**src/rtl/sysid_pkg.sv**
```systemverilog
// +----------------------------------------------------------------------------+
// | sysid_pkg - shared FSM state, addresses and defaults for sysid_check_ctrl  |
// | Rev 1.0                                                                    |
// +----------------------------------------------------------------------------+
`default_nettype none

package sysid_pkg;

  typedef enum logic [2:0] {
    ST_IDLE   = 3'd0,
    ST_REQ_ID = 3'd1,
    ST_LAT_ID = 3'd2,
    ST_REQ_TS = 3'd3,
    ST_LAT_TS = 3'd4,
    ST_DONE   = 3'd5
  } sysid_state_e;

  localparam logic        SYSID_ADDR_ID    = 1'b0;
  localparam logic        SYSID_ADDR_TS    = 1'b1;
  localparam logic [31:0] SYSID_DEFAULT_TS = 32'd1642426435;

endpackage

`default_nettype wire

```
**src/rtl/avm_single_read.sv**
```systemverilog
// +----------------------------------------------------------------------------+
// | avm_single_read - one Avalon-MM read: waitrequest, latency and timeout     |
// | Rev 1.0                                                                    |
// +----------------------------------------------------------------------------+
`default_nettype none

module avm_single_read #(
  parameter int READ_LATENCY   = 0,
  parameter int TIMEOUT_CYCLES = 255
) (
  input  logic clock,
  input  logic reset,
  input  logic go_i,
  input  logic addr_i,
  input  logic avm_waitrequest_i,
  output logic avm_read_o,
  output logic avm_address_o,
  output logic accept_o,
  output logic data_valid_o,
  output logic timed_out_o
);

  localparam int               CNT_W    = $clog2(TIMEOUT_CYCLES + 1);
  localparam logic [CNT_W-1:0] TMO_LAST = CNT_W'(TIMEOUT_CYCLES - 1);
  localparam logic [1:0]       LAT_LAST = (READ_LATENCY == 0) ? 2'd0 : 2'(READ_LATENCY - 1);

  logic             read_q, read_d;
  logic             lat_q, lat_d;
  logic             addr_q, addr_d;
  logic [1:0]       lat_cnt_q, lat_cnt_d;
  logic [CNT_W-1:0] tmo_cnt_q, tmo_cnt_d;
  logic             active;

  assign active        = read_q | lat_q;
  assign accept_o      = read_q & ~avm_waitrequest_i;
  assign data_valid_o  = (READ_LATENCY == 0) ? accept_o : (lat_q && (lat_cnt_q == LAT_LAST));
  // A completing access wins over a timeout landing in the same cycle.
  assign timed_out_o   = active && !data_valid_o && (tmo_cnt_q == TMO_LAST);
  assign avm_read_o    = read_q;
  assign avm_address_o = addr_q;

  always_comb begin
    read_d    = read_q;
    lat_d     = lat_q;
    addr_d    = addr_q;
    lat_cnt_d = lat_cnt_q;
    tmo_cnt_d = tmo_cnt_q;
    if (active) begin
      tmo_cnt_d = tmo_cnt_q + CNT_W'(1);
    end
    if (lat_q) begin
      lat_cnt_d = lat_cnt_q + 2'd1;
    end
    if (accept_o && (READ_LATENCY != 0)) begin
      read_d    = 1'b0;
      lat_d     = 1'b1;
      lat_cnt_d = 2'd0;
    end
    if (data_valid_o || timed_out_o) begin
      read_d = 1'b0;
      lat_d  = 1'b0;
    end
    // A new access may be launched in the same cycle the previous one completes.
    if (go_i) begin
      read_d    = 1'b1;
      lat_d     = 1'b0;
      addr_d    = addr_i;
      tmo_cnt_d = '0;
    end
  end

  always_ff @(posedge clock) begin
    if (reset) begin
      read_q    <= 1'b0;
      lat_q     <= 1'b0;
      addr_q    <= 1'b0;
      lat_cnt_q <= 2'd0;
      tmo_cnt_q <= '0;
    end else begin
      read_q    <= read_d;
      lat_q     <= lat_d;
      addr_q    <= addr_d;
      lat_cnt_q <= lat_cnt_d;
      tmo_cnt_q <= tmo_cnt_d;
    end
  end

endmodule

`default_nettype wire

```
**src/rtl/sysid_check_ctrl.sv**
```systemverilog
// +----------------------------------------------------------------------------+
// | sysid_check_ctrl - reads system-ID and timestamp words and checks them     |
// | Rev 1.0                                                                    |
// +----------------------------------------------------------------------------+
`default_nettype none

module sysid_check_ctrl
  import sysid_pkg::*;
#(
  parameter logic [31:0] EXPECTED_ID    = 32'h0000_0000,
  parameter logic [31:0] EXPECTED_TS    = SYSID_DEFAULT_TS,
  parameter int          READ_LATENCY   = 0,
  parameter int          TIMEOUT_CYCLES = 255,
  parameter bit          AUTO_START     = 1'b1
) (
  input  logic        clock,
  input  logic        reset,
  input  logic        start,
  output logic        busy,
  output logic        done,
  output logic        pass,
  output logic        id_ok,
  output logic        ts_ok,
  output logic        timeout,
  output logic [31:0] id_value,
  output logic [31:0] ts_value,
  output logic        avm_address,
  output logic        avm_read,
  input  logic        avm_waitrequest,
  input  logic [31:0] avm_readdata
);

  sysid_state_e state_q;
  logic         auto_q;
  logic         busy_q, done_q, pass_q, id_ok_q, ts_ok_q, timeout_q;
  logic [31:0]  id_value_q, ts_value_q;
  logic         go, go_addr;
  logic         accept, data_valid, timed_out;
  logic         id_match, ts_match;

  avm_single_read #(
    .READ_LATENCY  (READ_LATENCY),
    .TIMEOUT_CYCLES(TIMEOUT_CYCLES)
  ) u_read (
    .clock            (clock),
    .reset            (reset),
    .go_i             (go),
    .addr_i           (go_addr),
    .avm_waitrequest_i(avm_waitrequest),
    .avm_read_o       (avm_read),
    .avm_address_o    (avm_address),
    .accept_o         (accept),
    .data_valid_o     (data_valid),
    .timed_out_o      (timed_out)
  );

  assign id_match = (id_value_q == EXPECTED_ID);
  assign ts_match = (avm_readdata == EXPECTED_TS);

  // Launch requests one cycle ahead so the read engine's command is registered.
  always_comb begin
    go      = 1'b0;
    go_addr = SYSID_ADDR_ID;
    case (state_q)
      ST_IDLE, ST_DONE:   go = start | auto_q;
      ST_REQ_ID, ST_LAT_ID: begin
        go      = data_valid;
        go_addr = SYSID_ADDR_TS;
      end
      default: go = 1'b0;
    endcase
  end

  always_ff @(posedge clock) begin
    if (reset) begin
      state_q    <= ST_IDLE;
      auto_q     <= AUTO_START;
      busy_q     <= 1'b0;
      done_q     <= 1'b0;
      pass_q     <= 1'b0;
      id_ok_q    <= 1'b0;
      ts_ok_q    <= 1'b0;
      timeout_q  <= 1'b0;
      id_value_q <= 32'h0;
      ts_value_q <= 32'h0;
    end else begin
      done_q <= 1'b0;
      case (state_q)
        ST_IDLE, ST_DONE: begin
          if (start || auto_q) begin
            state_q   <= ST_REQ_ID;
            auto_q    <= 1'b0;
            busy_q    <= 1'b1;
            pass_q    <= 1'b0;
            id_ok_q   <= 1'b0;
            ts_ok_q   <= 1'b0;
            timeout_q <= 1'b0;
          end
        end
        ST_REQ_ID, ST_LAT_ID: begin
          if (data_valid) begin
            id_value_q <= avm_readdata;
            state_q    <= ST_REQ_TS;
          end else if (timed_out) begin
            state_q   <= ST_DONE;
            done_q    <= 1'b1;
            busy_q    <= 1'b0;
            timeout_q <= 1'b1;
          end else if (state_q == ST_REQ_ID && accept) begin
            state_q <= ST_LAT_ID;
          end
        end
        ST_REQ_TS, ST_LAT_TS: begin
          if (data_valid) begin
            ts_value_q <= avm_readdata;
            id_ok_q    <= id_match;
            ts_ok_q    <= ts_match;
            pass_q     <= id_match & ts_match;
            state_q    <= ST_DONE;
            done_q     <= 1'b1;
            busy_q     <= 1'b0;
          end else if (timed_out) begin
            state_q   <= ST_DONE;
            done_q    <= 1'b1;
            busy_q    <= 1'b0;
            timeout_q <= 1'b1;
          end else if (state_q == ST_REQ_TS && accept) begin
            state_q <= ST_LAT_TS;
          end
        end
        default: state_q <= ST_IDLE;
      endcase
    end
  end

  assign busy     = busy_q;
  assign done     = done_q;
  assign pass     = pass_q;
  assign id_ok    = id_ok_q;
  assign ts_ok    = ts_ok_q;
  assign timeout  = timeout_q;
  assign id_value = id_value_q;
  assign ts_value = ts_value_q;

endmodule

`default_nettype wire
```
**config.mk**
```make
export PLATFORM = sky130hd
export DESIGN_NAME = sysid_check_ctrl
export DESIGN_NICKNAME = d
export VERILOG_FILES = /design/src/rtl/sysid_pkg.sv /design/src/rtl/avm_single_read.sv /design/src/rtl/sysid_check_ctrl.sv
export SDC_FILE = /design/constraint.sdc
export NUM_CORES = 1
export LEC_CHECK = 0
export CAP_MARGIN = 40
export CORE_ASPECT_RATIO = 1.75
export CORE_MARGIN = 1.5
export CORE_UTILIZATION = 30
export DETAILED_ROUTE_END_ITERATION = 6
export GPL_TIMING_DRIVEN = 1
export PLACE_DENSITY_LB_ADDON = 0.05
export SETUP_SLACK_MARGIN = 0.2
export SYNTH_ARGS = -nofsm -noshare
export SYNTH_HDL_FRONTEND = slang
export SYNTH_HIERARCHICAL = 1
export SYNTH_SLANG_ARGS = --single-unit
```
**constraint.sdc**
```tcl
create_clock -name clock -period 2.6 [get_ports clock]
set_clock_uncertainty 0.1 [all_clocks]
set_input_delay 0.65 -clock clock [delete_from_list [all_inputs] [get_ports clock]]
set_output_delay 0.65 -clock clock [all_outputs]
set_load 0.005 [all_outputs]
```
==> impl_metrics.xml, run 1 <==
<?xml version="1.0" encoding="UTF-8"?>
<metrics>
  <group name="synthesis">
    <metric name="syn-instance-count" unit="">422</metric>
    <metric name="synth_fp_nets" unit="">460</metric>
    <metric name="synthesis.yosys.warnings" unit="">6</metric>
    <metric name="synth_top_cells_by_area" unit="">dfxtp_1, nand2_1, a21oi_1, buf_2, nand4_1</metric>
    <metric name="post_synthesis_register_bit_count" unit="">84</metric>
    <metric name="synth_flop_cell" unit="">dfxtp_1</metric>
    <metric name="ys_async_sr_fraction" unit="">0</metric>
    <metric name="synthDominantCellAreaShare" unit="">0.4954</metric>
    <metric name="syn_area" unit="mm^2">0.003395</metric>
    <metric name="yosys.area.top_type" unit="">dfxtp_1</metric>
    <metric name="synth-edff-count" unit="">0</metric>
    <metric name="yosysSeqAreaShare" unit="">0.4954</metric>
    <metric name="synth_cell_types" unit="">46</metric>
    <metric name="synth.avg_cell_area" unit="um^2">8.044</metric>
  </group>
  <group name="pwr">
    <metric name="irDropWorstVdd" unit="V">0.0004320</metric>
    <metric name="finalPower" unit="mW">3.865</metric>
    <metric name="p_per_area" unit="mW/mm^2">779.6</metric>
    <metric name="leakage" unit="nW">1.665</metric>
  </group>
  <group name="final_layout">
    <metric name="design_area" unit="mm^2">0.004957</metric>
    <metric name="area_growth" unit="%">46.04</metric>
    <metric name="mostFrequentLayoutCell" unit="">nand2_1</metric>
    <metric name="final_layout_size_suffix_gt1_frac" unit="">0.07519</metric>
    <metric name="most-common-layout-cells" unit="">nand2_1, clkdlybuf4s50_1, dfxtp_1, a21oi_1, buf_4</metric>
    <metric name="final_core_util" unit="">0.4465</metric>
    <metric name="instances_no_fill" unit="">664</metric>
    <metric name="antennaDiodeCount" unit="">0</metric>
    <metric name="design.final.nets" unit="">565</metric>
  </group>
  <group name="floorplan">
    <metric name="dieArea" unit="mm^2">0.01199</metric>
    <metric name="fp.dieW" unit="um">83.41</metric>
    <metric name="die_span_y" unit="um">143.7</metric>
    <metric name="start_util" unit="">0.3057</metric>
    <metric name="core_area" unit="mm^2">0.01110</metric>
    <metric name="placement_rows" unit="">51</metric>
    <metric name="ios" unit="">108</metric>
  </group>
  <group name="grt">
    <metric name="grt_antenna_before_repair" unit="">0</metric>
    <metric name="grt_util_all_layers" unit="">0.1816</metric>
    <metric name="first_global_vias" unit="">3127</metric>
    <metric name="first_pass_grt_wire_length" unit="um">16840</metric>
    <metric name="grt_remaining_overflow" unit="">0</metric>
    <metric name="largest_net_degree_at_the_start_of_global_routing" unit="">40</metric>
  </group>
  <group name="placement">
    <metric name="dp.cells" unit="">648</metric>
    <metric name="gpl.final_weighted_congestion" unit="">0.7882</metric>
    <metric name="dpl.hpwl" unit="um">7794</metric>
    <metric name="post_dp_cell_area" unit="mm^2">0.004623</metric>
    <metric name="io_buffers" unit="">107</metric>
  </group>
  <group name="drt">
    <metric name="antenna_left" unit="">0</metric>
    <metric name="totalWireLength" unit="um">10910</metric>
    <metric name="detail_route.iter0.violations" unit="">196</metric>
    <metric name="detailroute.via_count" unit="">3293</metric>
    <metric name="drc" unit="">0</metric>
    <metric name="drt-vias-per-instance" unit="">4.959</metric>
    <metric name="drt-pass1-iter-count" unit="">4</metric>
    <metric name="drt-wirelength-per-cell" unit="um">16.44</metric>
  </group>
  <group name="critical_path">
    <metric name="timing.critical_path.buf_inv" unit="">1</metric>
    <metric name="crit-reg2reg-launch" unit="">u_read/tmo_cnt_q[0]$_SDFFE_PP0P_</metric>
    <metric name="criticalPathCategory" unit="">input port to flip-flop</metric>
    <metric name="data_required_critical_path" unit="ns">2.75</metric>
    <metric name="critical-path-top-delay-family" unit="">simple AND/OR/NAND/NOR gates</metric>
    <metric name="setup.reg_to_reg.worst_slack" unit="ns">0.49</metric>
    <metric name="path_max_fanout" unit="">3</metric>
    <metric name="cp_slowest_stage_delay" unit="ns">0.53</metric>
    <metric name="ff2ff_path_depth" unit="">9</metric>
    <metric name="cp-end-kind" unit="">flip-flop</metric>
    <metric name="worst_setup_start_kind" unit="">input port</metric>
    <metric name="path_depth" unit="">5</metric>
    <metric name="path_cells" unit="">clkdlybuf4s50_1 -&gt; nor4b_1 -&gt; nand4_1 -&gt; or3_1 -&gt; o31ai_2</metric>
    <metric name="critPathSlowestCell" unit="">nor4b_1</metric>
    <metric name="critical_path.reg2reg.endpoint" unit="">state_q[1]$_SDFFE_PP0P_</metric>
    <metric name="worstPathArrival" unit="ns">2.37</metric>
  </group>
  <group name="hold_path">
    <metric name="hold_end" unit="">ts_value[15]$_SDFFE_PP0P_</metric>
    <metric name="worst_hold_path.num_cells" unit="">2</metric>
    <metric name="worst_hold_path_type" unit="">flip-flop to flip-flop</metric>
    <metric name="hp-start" unit="">ts_value[15]$_SDFFE_PP0P_</metric>
  </group>
  <group name="sta">
    <metric name="final_period_minus_worst_setup_slack" unit="ns">2.213</metric>
    <metric name="finalSetupViolations" unit="">0</metric>
    <metric name="worst-slew-pin-transition" unit="ns">0.5622</metric>
    <metric name="report.final.slew_viol_count" unit="">0</metric>
    <metric name="timing.final.hold_violations" unit="">0</metric>
    <metric name="max_clock_freq" unit="MHz">451.8</metric>
    <metric name="relSlewSlack" unit="">0.6247</metric>
    <metric name="rsz0062_at_grt" unit="">false</metric>
    <metric name="post-route-period-util" unit="">0.8513</metric>
  </group>
  <group name="clock_tree">
    <metric name="cts_buffer_depth" unit="">2</metric>
    <metric name="cts_htree_levels" unit="">3</metric>
    <metric name="cts.root.buffer_cell" unit="">clkbuf_16</metric>
    <metric name="clk_sink_count" unit="">84</metric>
    <metric name="insertion_delay" unit="ns">0.33</metric>
    <metric name="worst_setup_hold_path_clk_slew" unit="ns">0.06</metric>
    <metric name="hold_buffers" unit="">0</metric>
    <metric name="tritoncts.num_buffers" unit="">9</metric>
    <metric name="clock_tree_from_tritoncts" unit="">done</metric>
  </group>
  <group name="flow_run">
    <metric name="drv.max_cap_violation_count" unit="">0</metric>
  </group>
  <group name="outcome">
    <metric name="run_status" unit="">finished clean</metric>
  </group>
</metrics>
## stage by stage
stage	worst slack [ns]	setup TNS (ns)	hold slack, ns
4_1_cts	0.2791	0	0.3581
5_1_grt	0.2693	0	0.3756
6_report	0.3867	0	0.3532
2_1_floorplan	0.2892	0	0.3527
3_5_place_dp	-0.05883	-0.06284	0.3490
3_3_place_gp	-0.08024	-0.1041	0.3437
## logic make-up after synthesis
family / Yosys count / synth area share
AND/OR/NAND/NOR: 200 / 0.2706
AO/OA/AOI/OAI: 92 / 0.1500
flip-flops: 84 / 0.4954
buffers and inverters: 33 / 0.04681
XOR/XNOR: 8 / 0.02064
adder cells (fa/ha/maj): 3 / 0.01032
multiplexers: 2 / 0.006266
## layer usage
layer,track usage,share of wire,wire [um],up-vias
met3,0.03963,0.045,487,18
met2,0.3359,0.54,5913,95
li1,-,-,-,1643
met4,0.07075,0.022,235,0
met5,0,0,0,-
met1,0.2019,0.39,4276,1537
## power breakdown
part | internal [mW] | switching, mW
registers | 1.40 | 0.161
clock network | 0.867 | 0.522
logic | 0.450 | 0.461
## sequential cells by signal (all words and copies together), names as in the netlist
register and cells:
u_read/avm_read_o 1, ts_value 32, timeout 1, id_ok 1, done 1, u_read/avm_address_o 1, u_read/tmo_cnt_q 8, pass 1
auto_q 1, state_q 3, busy 1, ts_ok 1, id_value 32
## worst reg2reg max path, delay by kind of cell (launching register included)
| family | cells | cell delay, ns |
|---|---|---|
| simple gates | 4 | 0.75 |
| flops | 1 | 0.45 |
| compound gates | 2 | 0.32 |
| buf+inv | 2 | 0.23 |
| fa+ha+maj | 1 | 0.20 |
## synthesized netlist by cell type (2+ instances only)
cell and n:
a211oi_1 2, a21oi_1 74, and4_1 2, and4b_1 3, buf_2 13, buf_6 2
clkbuf_1 12, dfxtp_1 84, ha_1 2, inv_1 5, nand2_1 133, nand3_1 7
nand4_1 9, nor2_1 10, nor2b_1 4, nor3_1 6, nor4_1 9, nor4b_1 3
o211ai_1 2, o21ai_0 4, or2_2 2, or3_1 4, xnor2_1 4, xor2_1 4
## how the worst max path moves through the flow
stage	start	to	slack, ns
finish	avm_readdata[17]	pass$_SDFFE_PP0P_	0.39
global route	avm_waitrequest	busy$_SDFFE_PP0P_	0.27
CTS	avm_readdata[4]	pass$_SDFFE_PP0P_	0.28
detailed placement	avm_readdata[4]	pass$_SDFFE_PP0P_	-0.06
global placement	avm_readdata[4]	pass$_SDFFE_PP0P_	-0.08
floorplan	avm_waitrequest	u_read/tmo_cnt_q[1]$_SDFFE_PP0P_	0.29
## layout make-up
type	count	area [um^2]
clock inverter	6	86.33
clock buffer	10	239.0
sequential	84	1682
fill	1147	6146
tap	132	165.2
timing repair buffer	122	1204
multi-input combinational	305	1563
inverter	5	18.77
## what timing repair did
item,CTS,global route
buffers inserted,0,0
endpoints found under the setup margin,0,3
resized for setup,0,2
Note: power is estimated with default switching activity, not from simulation.
==> run 2: changes to the inputs <==
--- a/config.mk
+++ b/config.mk
@@ -9,6 +9,7 @@
 export CORE_ASPECT_RATIO = 1.75
 export CORE_MARGIN = 1.5
 export CORE_UTILIZATION = 30
+export CTS_CLUSTER_SIZE = 24
 export DETAILED_ROUTE_END_ITERATION = 6
 export GPL_TIMING_DRIVEN = 1
 export PLACE_DENSITY_LB_ADDON = 0.05
==> results of run 2 <==
No change in the layout: final DEF, timing and power equal those of run 1.
==> run 3: changes to the inputs <==
--- a/config.mk
+++ b/config.mk
@@ -7,7 +7,7 @@
 export LEC_CHECK = 0
 export CAP_MARGIN = 40
 export CORE_ASPECT_RATIO = 1.75
-export CORE_MARGIN = 1.5
+export CORE_MARGIN = 3
 export CORE_UTILIZATION = 30
 export CTS_CLUSTER_SIZE = 24
 export DETAILED_ROUTE_END_ITERATION = 6
==> constraint.sdc (replaced) <==
create_clock -name clock -period 2 [get_ports clock]
set_clock_uncertainty 0.1 [all_clocks]
set_input_delay 0.5 -clock clock [delete_from_list [all_inputs] [get_ports clock]]
set_output_delay 0.5 -clock clock [all_outputs]
set_load 0.005 [all_outputs]
==> run 3 against run 2 <==
- sequential power up 26%
- final area up 13%
- setup slack worse by 0.25 ns
- register-to-register slack worse by 0.35 ns
- combinational power up 72%
- non-clock buffer count up 49
- power up 38%
- highest routed layer unchanged
- flip-flop and latch count unchanged
- critical endpoint is now state_q[2]$_SDFFE_PP0P_
- worst hold slack better by 0.0014 ns
- clock power up 29%
- global-route usage up 0.82 points
- critical path depth up 4
==> impl_metrics.xml, run 3 (synthesized netlist as in run 1, its figures left out) <==
<?xml version="1.0" encoding="UTF-8"?>
<metrics>
  <group name="clock_tree">
    <metric name="clock_tree_from_tritoncts" unit="">done</metric>
    <metric name="cts_htree_levels" unit="">3</metric>
    <metric name="worst_setup_hold_path_clk_slew" unit="ns">0.06</metric>
    <metric name="clk_sink_count" unit="">84</metric>
    <metric name="cts.root.buffer_cell" unit="">clkbuf_16</metric>
    <metric name="tritoncts.num_buffers" unit="">9</metric>
    <metric name="insertion_delay" unit="ns">0.34</metric>
    <metric name="cts_buffer_depth" unit="">2</metric>
    <metric name="hold_buffers" unit="">0</metric>
  </group>
  <group name="sta">
    <metric name="final_total_negative_setup_slack" unit="ns">0</metric>
    <metric name="post-route-period-util" unit="">0.9318</metric>
    <metric name="worst-slew-pin-transition" unit="ns">0.3499</metric>
    <metric name="max_clock_freq" unit="MHz">536.6</metric>
    <metric name="relSlewSlack" unit="">0.7667</metric>
    <metric name="rsz0062_at_grt" unit="">true</metric>
    <metric name="final_period_minus_worst_setup_slack" unit="ns">1.864</metric>
    <metric name="report.final.slew_viol_count" unit="">0</metric>
    <metric name="timing.final.hold_violations" unit="">0</metric>
    <metric name="finalSetupViolations" unit="">0</metric>
  </group>
  <group name="grt">
    <metric name="grt_remaining_overflow" unit="">0</metric>
    <metric name="first_global_vias" unit="">3558</metric>
    <metric name="largest_net_degree_at_the_start_of_global_routing" unit="">47</metric>
    <metric name="first_pass_grt_wire_length" unit="um">18600</metric>
    <metric name="grt_util_all_layers" unit="">0.1898</metric>
    <metric name="grt_antenna_before_repair" unit="">1</metric>
  </group>
  <group name="final_layout">
    <metric name="area_growth" unit="%">64.69</metric>
    <metric name="most-common-layout-cells" unit="">nand2_1, a21oi_1, dfxtp_1, buf_4, dlygate4sd2_1</metric>
    <metric name="final_core_util" unit="">0.5136</metric>
    <metric name="number_of_fill_cells_in_the_layout" unit="">1125</metric>
    <metric name="design.final.nets" unit="">614</metric>
    <metric name="final_layout_size_suffix_gt1_frac" unit="">0.2259</metric>
    <metric name="instances_no_fill" unit="">711</metric>
    <metric name="mostFrequentLayoutCell" unit="">nand2_1</metric>
  </group>
  <group name="drt">
    <metric name="drc" unit="">0</metric>
    <metric name="drt-pass1-iter-count" unit="">4</metric>
    <metric name="antenna_left" unit="">0</metric>
    <metric name="drt-vias-per-instance" unit="">4.910</metric>
    <metric name="detailroute.via_count" unit="">3491</metric>
    <metric name="drt-wirelength-per-cell" unit="um">16.74</metric>
    <metric name="detail_route.iter0.violations" unit="">104</metric>
    <metric name="totalWireLength" unit="um">11910</metric>
  </group>
  <group name="floorplan">
    <metric name="dieArea" unit="mm^2">0.01268</metric>
    <metric name="die_span_y" unit="um">146.7</metric>
    <metric name="start_util" unit="">0.3118</metric>
    <metric name="fp.dieW" unit="um">86.41</metric>
    <metric name="core_area" unit="mm^2">0.01089</metric>
    <metric name="placement_rows" unit="">50</metric>
    <metric name="ios" unit="">108</metric>
  </group>
  <group name="critical_path">
    <metric name="worstPathArrival" unit="ns">2.01</metric>
    <metric name="cp-startpoint" unit="">u_read/tmo_cnt_q[0]$_SDFFE_PP0P_</metric>
    <metric name="criticalPathCategory" unit="">flip-flop to flip-flop</metric>
    <metric name="worst_setup_start_kind" unit="">flip-flop</metric>
    <metric name="crit-reg2reg-launch" unit="">u_read/tmo_cnt_q[0]$_SDFFE_PP0P_</metric>
    <metric name="path_max_fanout" unit="">3</metric>
    <metric name="cp-end-kind" unit="">flip-flop</metric>
    <metric name="data_required_critical_path" unit="ns">2.15</metric>
  </group>
  <group name="placement">
    <metric name="io_buffers" unit="">107</metric>
    <metric name="gpl.final_weighted_congestion" unit="">0.7821</metric>
    <metric name="dp.cells" unit="">688</metric>
    <metric name="dpl.hpwl" unit="um">8152</metric>
  </group>
  <group name="pwr">
    <metric name="leakage" unit="nW">2.745</metric>
    <metric name="irDropWorstVdd" unit="V">0.0005692</metric>
    <metric name="p_per_area" unit="mW/mm^2">954.0</metric>
    <metric name="finalPower" unit="mW">5.333</metric>
  </group>
  <group name="outcome">
    <metric name="run_status" unit="">finished clean</metric>
  </group>
  <group name="hold_path">
    <metric name="hp-start" unit="">ts_value[7]$_SDFFE_PP0P_</metric>
    <metric name="worst_hold_path_type" unit="">flip-flop to flip-flop</metric>
  </group>
  <group name="flow_run">
    <metric name="drv.max_cap_violation_count" unit="">0</metric>
  </group>
</metrics>
run 3: cell type report:
| class | count | area (um^2) | area share |
|---|---|---|---|
| clock buffer | 11 | 242.7 | 0.04342 |
| antenna | 1 | 2.502 | 0.0004476 |
| sequential | 84 | 1712 | 0.3062 |
| clock inverter | 4 | 73.82 | 0.01321 |
| multi-input combinational | 305 | 1734 | 0.3102 |
| tap | 130 | 162.7 | 0.02910 |
| timing repair buffer | 171 | 1644 | 0.2941 |
| inverter | 5 | 18.77 | 0.003357 |
run 3: stage by stage:
stage | worst slack [ns] | hold slack [ns] | cell area (um^2)
after floorplan | 0.1845 | 0.3527 | 3452
after global placement | -0.4867 | 0.3433 | 4986
after detailed placement | -0.5183 | 0.3487 | 4986
after CTS | 0.1375 | 0.3582 | 5430
after global routing | -0.009586 | 0.3736 | 5590
final | 0.1363 | 0.3546 | 5590
run 3: what timing repair did:
action	in CTS	in global routing
pin swaps	15	19
setup buffers	4	2
endpoints found under the setup margin	128	33
cloned	1	0
resized for setup	96	48
run 3: worst paths after layout:
path	endpoint	slack, ns	cells after the start
max	state_q[2]$_SDFFE_PP0P_	0.14	9
min reg2reg	ts_value[7]$_SDFFE_PP0P_	0.35	2
min	ts_value[7]$_SDFFE_PP0P_	0.35	2
max reg2reg	state_q[2]$_SDFFE_PP0P_	0.14	9
run 3: report_power, final:
| group | leakage, nW | switching (mW) | internal, mW |
|---|---|---|---|
| Clock | 0.156 | 0.678 | 1.12 |
| Sequential | 0.691 | 0.131 | 1.84 |
| Combinational | 1.90 | 0.811 | 0.754 |
| Total | 2.75 | 1.62 | 3.71 |
run 3: routing by layer:
| metal | up-vias | routed length, um | track usage |
|---|---|---|---|
| met2 | 88 | 6479 | 0.3451 |
| li1 | 1749 | - | - |
| met4 | 0 | 326 | 0.07800 |
| met3 | 18 | 548 | 0.04321 |
| met5 | - | 0 | 0 |
| met1 | 1636 | 4551 | 0.2056 |
run 3: critical path, cell delays in order (launching register included):
cell      delay, ns
dfxtp_2        0.32
inv_2          0.06
ha_4           0.11
nand4_1        0.17
nor3_2         0.25
buf_4          0.18
nor3_4         0.04
o211ai_1       0.21
nand4_1        0.11
o31ai_1        0.22
